## src/rtl/jk_cmd_seq.sv

```systemverilog
// ============================================================================
// Module   : jk_cmd_seq
// Purpose  : Command sequencer for a JK flip-flop stage. Commands
//            (hold/clear/set/toggle plus a drive length) arrive over a
//            valid/ready handshake and wait in a small FIFO. Each command
//            drives the flip-flop j/k inputs for max(len,1) cycles. A shadow
//            q (o_q_model) follows the flip-flop without a readback.
// Revision : 1.0 - initial release
// ----------------------------------------------------------------------------
// Parameters
//   DEPTH  command FIFO entries (power of 2, >= 2)
//   LEN_W  width of the per-command drive length
// Ports
//   clk          in   rising-edge clock
//   rst_n        in   asynchronous reset, active-low
//   i_cmd_valid  in   command offered
//   o_cmd_ready  out  FIFO can accept (registered, = !full)
//   i_cmd_op     in   {j,k}: 00 hold, 01 clear, 10 set, 11 toggle
//   i_cmd_len    in   drive cycles, 0 treated as 1
//   i_flush      in   (JK_CMD_FLUSH_EN only) empty FIFO and abort drive
//   o_j, o_k     out  flip-flop j/k (registered)
//   o_busy       out  driving, or FIFO non-empty
//   o_done       out  high on the final drive cycle of each command
//   o_q_model    out  expected flip-flop q after the current clock edge
// Build option
//   JK_CMD_FLUSH_EN  when defined, adds the i_flush input port
// ============================================================================
`default_nettype none

module jk_cmd_seq #(
    parameter int DEPTH = 4,
    parameter int LEN_W = 4
) (
    input  logic             clk,
    input  logic             rst_n,
    input  logic             i_cmd_valid,
    output logic             o_cmd_ready,
    input  logic [1:0]       i_cmd_op,
    input  logic [LEN_W-1:0] i_cmd_len,
`ifdef JK_CMD_FLUSH_EN
    input  logic             i_flush,
`endif
    output logic             o_j,
    output logic             o_k,
    output logic             o_busy,
    output logic             o_done,
    output logic             o_q_model
);

    localparam int c_AW = $clog2(DEPTH);
    localparam int c_CW = c_AW + 1;
    localparam int c_EW = 2 + LEN_W;

    localparam logic [0:0] c_IDLE  = 1'b0;
    localparam logic [0:0] c_DRIVE = 1'b1;

    // FIFO storage and bookkeeping
    logic [c_EW-1:0]  r_mem [DEPTH];
    logic [c_AW-1:0]  r_wr_ptr;
    logic [c_AW-1:0]  r_rd_ptr;
    logic [c_CW-1:0]  r_count;
    logic             r_ready;

    // Sequencer state
    logic [0:0]       r_state;
    logic [LEN_W-1:0] r_remaining;
    logic [1:0]       r_jk;
    logic             r_q;

    logic             w_flush;
    logic             w_push;
    logic             w_pop;
    logic             w_empty;
    logic             w_last;
    logic [c_EW-1:0]  w_head;
    logic [LEN_W-1:0] w_head_len;
    logic [c_CW-1:0]  w_count_nxt;

`ifdef JK_CMD_FLUSH_EN
    assign w_flush = i_flush;
`else
    assign w_flush = 1'b0;
`endif

    assign w_empty    = (r_count == '0);
    assign w_last     = (r_state == c_DRIVE) && (r_remaining == LEN_W'(1));
    // Flush discards a same-cycle push outright.
    assign w_push     = i_cmd_valid && r_ready && !w_flush;
    // Pop only from entries stored at an earlier edge (no bypass path).
    assign w_pop      = !w_empty && ((r_state == c_IDLE) || w_last);
    assign w_head     = r_mem[r_rd_ptr];
    // A zero length still drives for one cycle.
    assign w_head_len = (w_head[LEN_W-1:0] == '0) ? LEN_W'(1) : w_head[LEN_W-1:0];

    assign w_count_nxt = r_count + c_CW'(w_push) - c_CW'(w_pop);

    // Storage is not reset; only entries between the pointers are ever read.
    always_ff @(posedge clk) begin
        if (w_push) begin
            r_mem[r_wr_ptr] <= {i_cmd_op, i_cmd_len};
        end
    end

    always_ff @(posedge clk or negedge rst_n) begin
        if (!rst_n) begin
            r_wr_ptr    <= '0;
            r_rd_ptr    <= '0;
            r_count     <= '0;
            r_ready     <= 1'b0;
            r_state     <= c_IDLE;
            r_remaining <= '0;
            r_jk        <= 2'b00;
            r_q         <= 1'b0;
        end else begin
            // Shadow q follows the JK table using the j/k of the cycle ending now.
            case (r_jk)
                2'b01:   r_q <= 1'b0;
                2'b10:   r_q <= 1'b1;
                2'b11:   r_q <= ~r_q;
                default: r_q <= r_q;
            endcase

            if (w_flush) begin
                r_wr_ptr    <= '0;
                r_rd_ptr    <= '0;
                r_count     <= '0;
                r_ready     <= 1'b1;
                r_state     <= c_IDLE;
                r_remaining <= '0;
                r_jk        <= 2'b00;
            end else begin
                if (w_push) begin
                    r_wr_ptr <= r_wr_ptr + c_AW'(1);
                end
                if (w_pop) begin
                    r_rd_ptr <= r_rd_ptr + c_AW'(1);
                end
                r_count <= w_count_nxt;
                r_ready <= (w_count_nxt != c_CW'(DEPTH));

                case (r_state)
                    c_IDLE: begin
                        if (w_pop) begin
                            r_state     <= c_DRIVE;
                            r_jk        <= w_head[c_EW-1:LEN_W];
                            r_remaining <= w_head_len;
                        end else begin
                            r_jk <= 2'b00;
                        end
                    end
                    c_DRIVE: begin
                        if (w_last) begin
                            if (w_pop) begin
                                // Back-to-back: next command starts without a gap.
                                r_jk        <= w_head[c_EW-1:LEN_W];
                                r_remaining <= w_head_len;
                            end else begin
                                r_state <= c_IDLE;
                                r_jk    <= 2'b00;
                            end
                        end else begin
                            r_remaining <= r_remaining - LEN_W'(1);
                        end
                    end
                    default: begin
                        r_state <= c_IDLE;
                        r_jk    <= 2'b00;
                    end
                endcase
            end
        end
    end

    assign o_cmd_ready = r_ready;
    assign o_j         = r_jk[1];
    assign o_k         = r_jk[0];
    assign o_busy      = (r_state == c_DRIVE) || !w_empty;
    assign o_done      = w_last;
    assign o_q_model   = r_q;

endmodule

`default_nettype wire

```

## config.mk

```make
export PLATFORM = sky130hd
export DESIGN_NAME = jk_cmd_seq
export DESIGN_NICKNAME = d
export VERILOG_FILES = /design/src/rtl/jk_cmd_seq.sv
export SDC_FILE = /design/constraint.sdc
export NUM_CORES = 1
export LEC_CHECK = 0
export CORE_ASPECT_RATIO = 1.4
export CORE_UTILIZATION = 55
export CTS_CLUSTER_SIZE = 8
export DETAILED_ROUTE_END_ITERATION = 8
export GPL_TIMING_DRIVEN = 0
export PLACE_DENSITY = 0.8
export SLEW_MARGIN = 5
export SYNTH_ARGS = -nofsm -noshare
export SYNTH_HDL_FRONTEND = slang
export SYNTH_SLANG_ARGS = --single-unit
```

## constraint.sdc

```tcl
create_clock -name clk -period 8.1 [get_ports clk]
set_clock_uncertainty 0.2 [all_clocks]
set_input_delay 0.81 -clock clk [delete_from_list [all_inputs] [get_ports clk]]
set_output_delay 0.81 -clock clk [all_outputs]
set_load 0.05 [all_outputs]
```

== Word level (Yosys, flattened, before mapping) ==
Memories as Yosys holds them, arrays and structs flattened.
Index checks and enable logic that the tools add are counted.
Word-level totals
  memories: 1
  bits in read-only memories: 0
  register bits after elaboration: 16
  RAM bits: 24
  bits in latches: 0
Cells by class
  shifts and indexed selects: 0
  equal/unequal tests: 6
  muxes and demuxes: 13
  multiply operators: 0
  add/subtract/negate cells: 5
  $lt $le $gt $ge: 0
  divide/modulo/power cells: 0
  reduce and logical (&&, ||, !) cells: 9
  bitwise operators: 2
Memory list
  r_mem: words 4, width 6, read ports 1, clocked after memory_dff 0, wr ports 1, RTL line 58  | logic [c_EW-1:0] r_mem [DEPTH];
Operators with widths (count)
  4-bit 2-to-1 mux: 3
  4-bit case mux with 2 select lines: 1
  2-bit by 1-bit adder with 2-bit output (second input constant): 2
  2-bit == test (second input constant): 2
  4-bit by 1-bit == test with 1-bit output (second input constant): 1
  4-bit zero test: 1
  1-bit 2-to-1 mux: 4
  2-bit 2-to-1 mux: 2
  2-bit case mux with 2 select lines: 1
  4-bit by 1-bit subtractor with 4-bit output (second input constant): 1
  3-bit by 1-bit adder with 3-bit output: 1
  1-bit logical AND: 3
  3-bit zero test: 1
  3-bit inequality test (second input constant): 1
  1-bit case mux with 3 select lines: 1
  3-bit nonzero test: 1
  3-bit by 1-bit subtractor with 3-bit output: 1
  2-bit by 1-bit == test with 1-bit output (second input constant): 1
  1-bit logical OR: 2
  2-bit by 1-bit inequality test with 1-bit output (second input constant): 1
  1-bit inverter: 2
  1-bit case mux with 2 select lines: 1
  1-bit zero test: 1

== Logic depth before layout (Yosys ltp) ==
Gate-level depths: netlist of the first run.
  word-level depth: 7
  mapped depth: 11

== Worst setup path before layout of the first run ==
Ideal clock, no wire load.
  path kind: register to register
  start point: reg r_remaining[1]
  end point: reg r_ready, in the netlist o_cmd_ready
  data required time: 7775 ps
  path slack: 5460 ps
  setup time: 125 ps
  data arrival time: 2316 ps
  buffers on the path: 0
  period minus slack after synthesis: 2640 ps
  cell stages (with the launch flop): 12
  path through: dfrtp_1 > inv_1 > ha_1 > or3b_4 > a21oi_2 > ha_1 > inv_1 > ha_1 > fa_1 > xnor2_1 > xnor2_1 > nand2_1
On the way
  cells in the longest elaborated chain, start to end: 6
RTL lines
  from (decl): RTL line 66  | logic [LEN_W-1:0] r_remaining;
  from (signal assigned): RTL line 146  | r_remaining <= w_head_len;
  from (signal assigned): RTL line 156  | r_remaining <= w_head_len;
  from (signal assigned): RTL line 162  | r_remaining <= r_remaining - LEN_W'(1);
  4-bit by 1-bit == test with 1-bit output: RTL line 86  | assign w_last = (r_state == c_DRIVE) && (r_remaining == LEN_W'(1));
  1-bit logical AND: RTL line 86
  1-bit logical OR: RTL line 90  | assign w_pop = !w_empty && ((r_state == c_IDLE) || w_last);
  1-bit logical AND: RTL line 90
  via w_pop: RTL line 72  | logic w_pop;
  3-bit by 1-bit subtractor with 3-bit output: RTL line 95  | assign w_count_nxt = r_count + c_CW'(w_push) - c_CW'(w_pop);
  via w_count_nxt[2]: RTL line 77  | logic [c_CW-1:0] w_count_nxt;
  3-bit inequality test: RTL line 139  | r_ready <= (w_count_nxt != c_CW'(DEPTH));
  to (signal assigned): RTL line 139
  to (decl): RTL line 62  | logic r_ready;
The timed path passes the listed nets, and every way through them passes these cells.
A chain may end at the register's enable or synchronous reset.

== Worst setup path after layout of the first run ==
  start point: reg r_remaining[1]
  end point: out o_done
On the way
  cells in the longest elaborated chain, start to end: 2
RTL lines
  4-bit by 1-bit == test with 1-bit output: RTL line 86
  1-bit logical AND: RTL line 86
  to (decl): RTL line 46  | output logic o_done,
Every way passes these cells.

==> results.json, run 1 <==
{
  "fin_crit_sh_pct": 39.8,
  "sw_frac_of_total_pct": 34.5,
  "insertion_delay_ns": 0.28,
  "clockBufferDepth": 2,
  "grt_use_total_pct": 19.2,
  "synth_adder_area_share_pct": 6.93,
  "overflow": 0,
  "syn-num-nets": 130,
  "hold_class": "register to register",
  "powerDensity_mw_per_mm2": 374,
  "worstMarginPinSlew_ns": 0.778,
  "syn_avg_cell_area_um2": 15.5,
  "critPathMaxFanout": 5,
  "ys_seq_area_share_pct": 64.6,
  "port_buffers": 14,
  "final_cell_mix": "edfxtp_1 (24), dfrtp_1 (16), clkdlybuf4s50_1 (14)",
  "layout_commonest_cell": "edfxtp_1",
  "holdPathStages": 1,
  "cts_resized": 0,
  "antenna_found_initial": 0,
  "yosys_warnings": 0,
  "clockPowerShare_pct": 21.3,
  "drive_gt1_share_pct": 16.4,
  "drc_errors": 0,
  "cts_tree": "done",
  "cts-root-buf": "clkbuf_8",
  "final-setup-viol-count": 0,
  "ant_nets": 0,
  "syn_area_mm2": 0.00173,
  "setup_tns_ns": 0,
  "clk_pin_slew_worst_paths_ns": 0.08,
  "p_comb_share_pct": 37.0,
  "max_freq_ghz": 0.310,
  "area_growth_syn_to_layout_pct": 17.4,
  "via_per_inst": 5.57,
  "p_total_uw": 762,
  "clock-sinks": 40,
  "rsz0062_at_grt": "false",
  "num_io_pins": 15,
  "synth-xor-area-share_pct": 2.53,
  "die_x_um": 49.5,
  "r2r_cells": 11,
  "synth_top_family_by_area": "multiplexers",
  "seqPwrFrac_pct": 41.7,
  "worstHoldEndpoint": "o_q_model",
  "r2r_slack_ns": 5.19,
  "core_mm2": 0.00294,
  "p_int_uw": 499,
  "cts.hold.buffers_added": 0,
  "initialDrtViolationCount": 50,
  "die_area_mm2": 0.00338,
  "wirelength_um": 2900,
  "post_cts_buffers": 0,
  "dp_hpwl_um": 1990,
  "end_kind": "primary output",
  "r2r_end": "o_cmd_ready",
  "drv_cap": 0,
  "whs_ns": 0.299,
  "synth_compound_area_share_pct": 4.55,
  "numCtsBuffers": 5,
  "synth.distinct_cells": 32,
  "max_stage_delay_ns": 0.80,
  "required_ns": 7.09,
  "hold_start": "o_q_model",
  "leakagePower_nw": 0.815,
  "wl_per_cell_um": 17.0,
  "status": "complete, no violations",
  "worstPathArrival_ns": 2.21,
  "ys_ff_latch": 40,
  "yosys-mux-area-fraction_pct": 9.60,
  "startpoint_type": "register",
  "cp_slowest_cell": "clkdlybuf4s50_1",
  "reg2reg_from": "r_remaining[1]",
  "ir_drop_uv": 189,
  "final_core_util_pct": 69.4,
  "grt_pass1_wl_um": 4430,
  "via_count": 953,
  "relSlewSlack_pct": 48.0,
  "gp_routability_congestion": 0.753,
  "drt_pass1_iterations": 4,
  "path_cells": "inv_1 > ha_1 > or3b_4 > nor2_1 > clkdlybuf4s50_1",
  "synthCells": 112,
  "maxSlewViolCount": 0,
  "switchingPower_uw": 263,
  "initial_core_util_pct": 59.1,
  "die_h_um": 68.4,
  "grt_pass1_vias": 1010,
  "antenna_cells": 0,
  "path_class": "register to primary output",
  "ctsHtreeMaxLevel": 2,
  "synth-simple-area-share_pct": 8.44,
  "period_needed_ns": 3.22,
  "grt_max_degree": 17,
  "rows": 23,
  "fin_nets": 151,
  "hold_violations": 0
}
metrics by stage:
stage               cell area [µm²]  setup slack, ns  instances
finish                         2040             4.88        171
global placement               1920             5.02        163
floorplan                      1730             5.46        112
CTS                            2040             4.87        171
detailed placement             1920             4.94        163
global route                   2040             4.79        171
critical path: cells and delay by family (launching register included):
| family | cells | cell delay (ns) |
|---|---|---|
| buffers and inverters | 2 | 0.88 |
| AND/OR/NAND/NOR | 2 | 0.51 |
| flip-flops | 1 | 0.40 |
| adder cells (fa/ha/maj) | 1 | 0.13 |
area by class of cell:
class	count	area, µm²
buffer	3	20.0
clock buffer	5	68.8
clock inverter	3	46.3
fill	218	900
inverter	10	37.5
multi-input combinational	59	556
sequential	40	1120
tap	37	46.3
timing repair buffer	14	140
worst max path at each step:
| stage | to | slack, ns | start |
|---|---|---|---|
| 3_3_place_gp | o_cmd_ready | 5.02 | i_cmd_valid |
| 4_1_cts | o_done | 4.87 | r_remaining[1] |
| 6_report | o_done | 4.88 | r_remaining[1] |
| 3_5_place_dp | o_cmd_ready | 4.94 | i_cmd_valid |
| 2_1_floorplan | o_cmd_ready | 5.46 | r_remaining[1] |
| 5_1_grt | o_done | 4.79 | r_remaining[1] |
routing by layer:
metal / up-vias / track usage, % / part of all wire, %
met5: - / 0 / 0
met4: 0 / 6.79 / 0
met1: 484 / 19.3 / 38
li1: 447 / - / -
met2: 22 / 37.5 / 58
met3: 0 / 5.56 / 3.2
synthesized netlist by cell type:
cell type	n	area, µm²
a22oi_1	1	7.51
clkbuf_1	1	3.75
o31ai_1	1	7.51
and3_1	5	31.3
nand2b_1	1	6.26
ha_1	8	100
or3_1	1	6.26
mux2i_1	2	20.0
a21oi_1	3	15.0
nand3_1	2	10.0
dfrtp_1	16	400
or3b_4	1	11.3
nor3_1	1	5.00
edfxtp_1	24	721
o21ai_0	1	5.00
a22o_1	2	17.5
xnor2_1	4	35.0
a211oi_1	1	7.51
and2_4	1	8.76
buf_6	1	11.3
buf_2	1	5.00
nand2_1	7	26.3
mux2_2	1	11.3
mux4_2	6	135
a221o_1	1	10.0
xor2_1	1	8.76
nor3_2	1	10.0
nor3_4	1	16.3
a21oi_2	1	8.76
nor2_1	4	15.0
fa_1	1	20.0
inv_1	10	37.5
cell families (layout without fill, tap and decap cells):
group | count (synthesis) | after routing
buffers and inverters | 13 | 35
multiplexers | 9 | 9
AND/OR/NAND/NOR | 25 | 25
flip-flops | 40 | 40
AO/OA/AOI/OAI | 11 | 11
XOR/XNOR | 5 | 5
adder cells (fa/ha/maj) | 9 | 9
flip-flops by register name, summed over array words and instances (netlist names):
signal	flops
r_wr_ptr	2
r_jk	2
r_remaining	4
o_cmd_ready	1
r_state	1
r_count	3
o_q_model	1
r_mem	24
r_rd_ptr	2
power by group through the flow:
stage / sequential [mW] / clock, mW / combinational (mW)
floorplan: 0.342 / 0 / 0.183
global placement: 0.317 / 0 / 0.266
detailed placement: 0.321 / 0 / 0.283
CTS: 0.318 / 0.166 / 0.287
global route: 0.325 / 0.174 / 0.305
finish: 0.318 / 0.162 / 0.282
Note: power is estimated with default switching activity, not from simulation.
==> run 2: changes to the inputs <==
==> constraint.sdc (replaced) <==
create_clock -name clk -period 3.35 [get_ports clk]
set_clock_uncertainty 0.2 [all_clocks]
set_input_delay 0.335 -clock clk [delete_from_list [all_inputs] [get_ports clk]]
set_output_delay 0.335 -clock clk [all_outputs]
set_load 0.05 [all_outputs]
==> results of run 2 <==
The final DEF is identical to that of run 1. Status: complete, no violations.
Among the figures that moved: setup slack after placement 4.94 ns -> 0.446 ns; setup slack after layout 4.88 ns -> 0.439 ns; end point of the critical path o_done -> o_cmd_ready; register-to-register setup slack 5.19 ns -> 0.44 ns; total power 0.762 mW -> 1.84 mW; worst IR drop on VDD 189 µV -> 458 µV
==> run 3: changes to the inputs <==
--- a/config.mk
+++ b/config.mk
@@ -6,6 +6,7 @@
 export NUM_CORES = 1
 export LEC_CHECK = 0
 export CORE_ASPECT_RATIO = 1.4
+export CORE_MARGIN = 2
 export CORE_UTILIZATION = 55
 export CTS_CLUSTER_SIZE = 8
 export DETAILED_ROUTE_END_ITERATION = 8
==> run 3 against run 2 <==
  * Via count shrank 1.3%
  * Maximum frequency shrank 1.4%
  * Worst hold slack lost 0.031 ns
  * Sequential cell count is the same
  * Largest cell class unchanged
  * Sequential power is essentially flat
  * Largest power group unchanged
  * Clock power grew 2%
  * Cell count grew 1.2%
  * Wire length shrank 6.0%
  * Power is essentially flat
==> results.json, run 3 (synthesis results as in run 1) <==
{
  "nFillCells": 233,
  "cts_tree": "done",
  "gp_routability_congestion": 0.776,
  "ant_nets": 0,
  "relSlewSlack_pct": 51.6,
  "wirelength_um": 2730,
  "hold_class": "input pin to asynchronous set/reset pin",
  "clk_pin_slew_worst_paths_ns": 0.08,
  "drt_pass1_iterations": 4,
  "die_area_mm2": 0.00362,
  "grt_max_degree": 17,
  "core_mm2": 0.00306,
  "wl_per_cell_um": 15.8,
  "worstPathArrival_ns": 2.93,
  "largest_reg_flops": 24,
  "rows": 24,
  "seq_area_mm2": 0.00112,
  "maxSlewViolCount": 0,
  "fin_crit_sh_pct": 88.1,
  "max_freq_ghz": 0.339,
  "end_kind": "register",
  "reg_top3": "r_mem (24), r_remaining (4), r_count (3)",
  "rsz0062_at_grt": "false",
  "leakagePower_nw": 0.815,
  "worst_slack_ns": 0.399,
  "ctsHtreeMaxLevel": 2,
  "final_cell_mix": "edfxtp_1 (24), dfrtp_1 (16), clkdlybuf4s50_1 (14)",
  "drive_gt1_share_pct": 16.4,
  "cts_resized": 0,
  "die_h_um": 70.4,
  "multi_input_area_um2": 556,
  "initialDrtViolationCount": 29,
  "antenna_found_initial": 0,
  "overflow": 0,
  "r2r_cells": 11,
  "final_core_util_pct": 66.5,
  "cts-root-buf": "clkbuf_8",
  "initial_core_util_pct": 56.6,
  "fin_nets": 151,
  "period_needed_ns": 2.95,
  "preCtsSetupSlack_ns": 0.431,
  "startpoint_type": "register",
  "num_io_pins": 15,
  "via_per_inst": 5.44,
  "powerDensity_mw_per_mm2": 904,
  "layout_commonest_cell": "edfxtp_1",
  "grt_pass1_vias": 1013,
  "dp_hpwl_um": 1910,
  "via_count": 941,
  "reg2reg_from": "r_remaining[1]",
  "drv_cap": 0,
  "design_area_mm2": 0.00204,
  "grt_pass1_wl_um": 4640,
  "r2r_slack_ns": 0.40,
  "clock-sinks": 40,
  "critPathMaxFanout": 6,
  "path_class": "register to register",
  "drc_errors": 0,
  "required_ns": 3.33,
  "status": "complete, no violations",
  "insertion_delay_ns": 0.29,
  "numCtsBuffers": 5,
  "port_buffers": 14,
  "place_area_mm2": 0.00192,
  "post_cts_buffers": 0,
  "setup_tns_ns": 0,
  "die_x_um": 51.5,
  "area_growth_syn_to_layout_pct": 17.5,
  "cts.hold.buffers_added": 0,
  "antenna_cells": 0,
  "hold_violations": 0,
  "whs_ns": 0.268,
  "clockBufferDepth": 2,
  "top_register": "r_mem",
  "final-setup-viol-count": 0,
  "grt_use_total_pct": 18.3,
  "ir_drop_uv": 611,
  "worstMarginPinSlew_ns": 0.724,
  "r2r_end": "o_cmd_ready"
}
## run 3: metal layers
layer	track usage, %	wire length (µm)	part of all wire, %	vias to the layer above
met5	0	0	0	-
met4	8.77	60	2.2	0
met3	5.77	98	3.6	6
met2	30.8	1500	55	25
met1	20.5	1080	39	462
li1	-	-	-	448
## run 3: worst max-delay path by stage
stage,start,endpoint,slack [ns],cells past startpoint
2_1_floorplan,r_remaining[1],o_cmd_ready,0.71,11
3_3_place_gp,r_remaining[1],o_cmd_ready,0.52,11
3_5_place_dp,r_remaining[1],o_cmd_ready,0.43,11
4_1_cts,r_remaining[1],o_cmd_ready,0.41,11
5_1_grt,r_remaining[1],o_cmd_ready,0.30,11
6_report,r_remaining[1],o_cmd_ready,0.40,11
## run 3: critical path, cell delays in order, from the launching register on
cell and delay [ns]:
dfrtp_1 0.41, inv_1 0.09, ha_1 0.14, or3b_4 0.41, a21oi_2 0.34, ha_1 0.18
inv_1 0.04, ha_1 0.18, fa_1 0.38, xnor2_1 0.21, xnor2_1 0.17, nand2_1 0.08
## run 3: power by group
part           total [mW]  switching (mW)  internal [mW]
combinational       0.676           0.375          0.301
clock               0.399           0.175          0.224
sequential          0.768          0.0887          0.679
total                1.84           0.639           1.20
## run 3: through the flow
stage / instances / power, mW
after floorplan: 112 / 1.27
after global placement: 165 / 1.41
after detailed placement: 165 / 1.46
after CTS: 173 / 1.86
after global routing: 173 / 1.96
final: 173 / 1.84
## run 3: final cells by class
| cell class | count | area share [%] |
|---|---|---|
| repair buffers | 14 | 6.88 |
| flip-flops and latches | 40 | 55.0 |
| multi-input cells | 59 | 27.3 |
| clock buffers | 5 | 3.38 |
| inverters | 10 | 1.84 |
| plain buffers | 3 | 0.982 |
| well taps | 39 | 2.39 |
| clock inverters | 3 | 2.27 |
==> variant, RTL diff (settings of run 1) <==
Build with the macro `JK_CMD_FLUSH_EN` defined.
--- a/src/rtl/jk_cmd_seq.sv
+++ b/src/rtl/jk_cmd_seq.sv
@@ -26,6 +26,8 @@
 //   JK_CMD_FLUSH_EN  when defined, adds the i_flush input port
 // ============================================================================
 `default_nettype none
+
+`define JK_CMD_FLUSH_EN
 
 module jk_cmd_seq #(
     parameter int DEPTH = 4,
Ports: changed (added i_flush); port bits go from 15 to 16. No check against the original RTL was run, so the function may have changed too.
==> variant against run 1 <==
Synthesized area rose by 4.0%; count of clock-buffer cells in the layout unchanged; via count up 8.8%; worst setup slack gained 0.040 ns; synthesized cell count rose by 9.8%; first-iteration DRC count decreased by 72%; power is 7.3% lower; sequential cell count unchanged; combinational power decreased by 3%; wire length decreased by 0.79%; final area up 3.8%; largest cell class unchanged.
==> variant: results (changes against run 1) <==
Outcome
  – Status: completed

Placed design
  – Final GP Congestion: 0.789 (+4.9%)
  – Placed instance area: 2000 µm² (+4.2%)
  – DP HPWL: 2.11 mm (+5.9%)
  – DP Worst Slack: 4.86 ns (-0.0838 ns)
  – Port Buffer Count: 15 (+1)
  – DP Cell Count: 177 (+8.6%)

Drt
  – DRT Wirelength: 2.88 mm (-0.79%)
  – DRC Markers: 0 (unchanged)
  – 1st-pass router iterations: 4 (unchanged)
  – DRT iter0 DRCs: 14 (-72%)
  – DR vias: 1037 (+8.8%)
  – Avg WL per Cell: 15.6 µm (-8.3%)

Pwr
  – Leakage: 0.798 nW (-2.1%)
  – Total internal power: 0.462 mW (-7.5%)
  – Worst VDD drop: 0.214 mV (+13%)

Clock network
  – Worst-Skew Late Latency: about 0.29 ns
  – Max Root-Sink Buffers: 2 (unchanged)
  – H-tree depth: 2 (unchanged)
  – Root buffer cell: clkbuf_8
  – Total CTS buffers: 5 (unchanged)

Worst setup path
  – Worst Reg-to-Reg Cells: 12 (+1)
  – CP Max Fanout: 3 (-2)
  – R2r setup slk: 5.19 ns (about the same)
  – CP arrival: 2.17 ns (-0.04 ns)

Finish
  – Filler cell count in the final layout: 235 (+7.8%)
  – Largest regs: r_mem: 24 flops, r_remaining: 4 flops, r_count: 3 flops
  – Share of cells above drive strength 1: 0.116 (-0.0477)
  – ANT cells: 0 (unchanged)
  – Final nets: 164 (+8.6%)

GRT
  – First-pass GRT wire length: 4.83 mm (+9.1%)
  – Vias in the first global route: 1090 (+7.9%)
  – GRT Total Usage: 0.190 (-0.00210)

Synth
  – Post-synth top cells: 24 x edfxtp_1, 16 x dfrtp_1, 10 x inv_1, 10 x nor2_1, 8 x ha_1
  – Register area share after synthesis: 0.622 (-0.0247)
  – Compound-gate portion of the synthesized area: 0.0722 (+0.0267)
  – Ys async rst share: 0.400 (unchanged)
  – Largest cells by area after synthesis: edfxtp_1 40%, dfrtp_1 22%, ha_1 5.6%, mux4_1 4.4%, mux4_2 3.7%
  – Synth Area in XOR/XNOR: 0.0243 (-0.000964)
  – Synth warn: 0 (unchanged)
  – Post-synth cell types: 35 (+9.4%)
  – Syn_nets: 142 (+9.2%)
  – Adder-cell share of the synthesized area: 0.0666 (-0.00264)
  – Synth Instances: 123 (+9.8%)
  – Post-synthesis mux area share: 0.0867 (-0.00921)

STA
  – Hold Vio Cnt, Final: 0 (unchanged)
  – Tightest Pin Transition: 0.710 ns (-0.0684 ns)

Worst hold path
  – HP Class: register to register
## variant: worst max path at each step
stage                        endpoint  slack (ns)           start  cells past startpoint
after floorplan           o_cmd_ready        5.41  r_remaining[1]                     12
after global placement    o_cmd_ready        4.92     i_cmd_valid                     12
after detailed placement  o_cmd_ready        4.86     i_cmd_valid                     12
after CTS                      o_done        4.92  r_remaining[1]                      5
after global routing           o_done        4.78  r_remaining[1]                      5
final                          o_done        4.92  r_remaining[1]                      5
## variant: power by group through the flow
stage          Clock, mW  Combinational [mW]  Sequential (mW)
2_1_floorplan          0               0.189            0.296
3_3_place_gp           0               0.266            0.277
3_5_place_dp           0               0.275            0.280
4_1_cts            0.161               0.276            0.275
5_1_grt            0.169               0.302            0.279
6_report           0.158               0.274            0.275
## variant: final cells by class
cell class                 instances  area, µm²  area share
inverter                          10       37.5      0.0178
multi-input combinational         68        617       0.292
clock buffer                       5       68.8      0.0326
tap                               39       48.8      0.0231
clock inverter                     3       42.5      0.0201
timing repair buffer              15        150      0.0710
buffer                             5       27.5      0.0130
sequential                        40       1120       0.530
## variant: stage by stage
stage | hold slack, ns | total power, mW
4_1_cts | 0.272 | 0.712
6_report | 0.268 | 0.707
3_5_place_dp | 0.261 | 0.554
3_3_place_gp | 0.258 | 0.543
2_1_floorplan | 0.314 | 0.485
5_1_grt | 0.292 | 0.751
## variant: cell families (layout without fill, tap and decap cells)
group	count (synthesis)	after routing
XOR/XNOR	5	5
AO/OA/AOI/OAI	17	17
multiplexers	7	7
adder cells (fa/ha/maj)	9	9
AND/OR/NAND/NOR	30	30
buffers and inverters	15	38
flip-flops	40	40
## variant: worst max-delay path, stage by stage, from the launching register on
cell and delay (ns):
dfrtp_1 0.41, inv_1 0.09, ha_1 0.15, nor3b_1 0.27
and2_1 0.17, clkdlybuf4s50_1 0.79
## variant: metal layers
layer  vias up  track usage  wire length [µm]
met5         -            0                 0
met4         0       0.0710                70
met3        10       0.0482                90
met2        21        0.327              1510
met1       520        0.223              1210
li1        486            -                 -
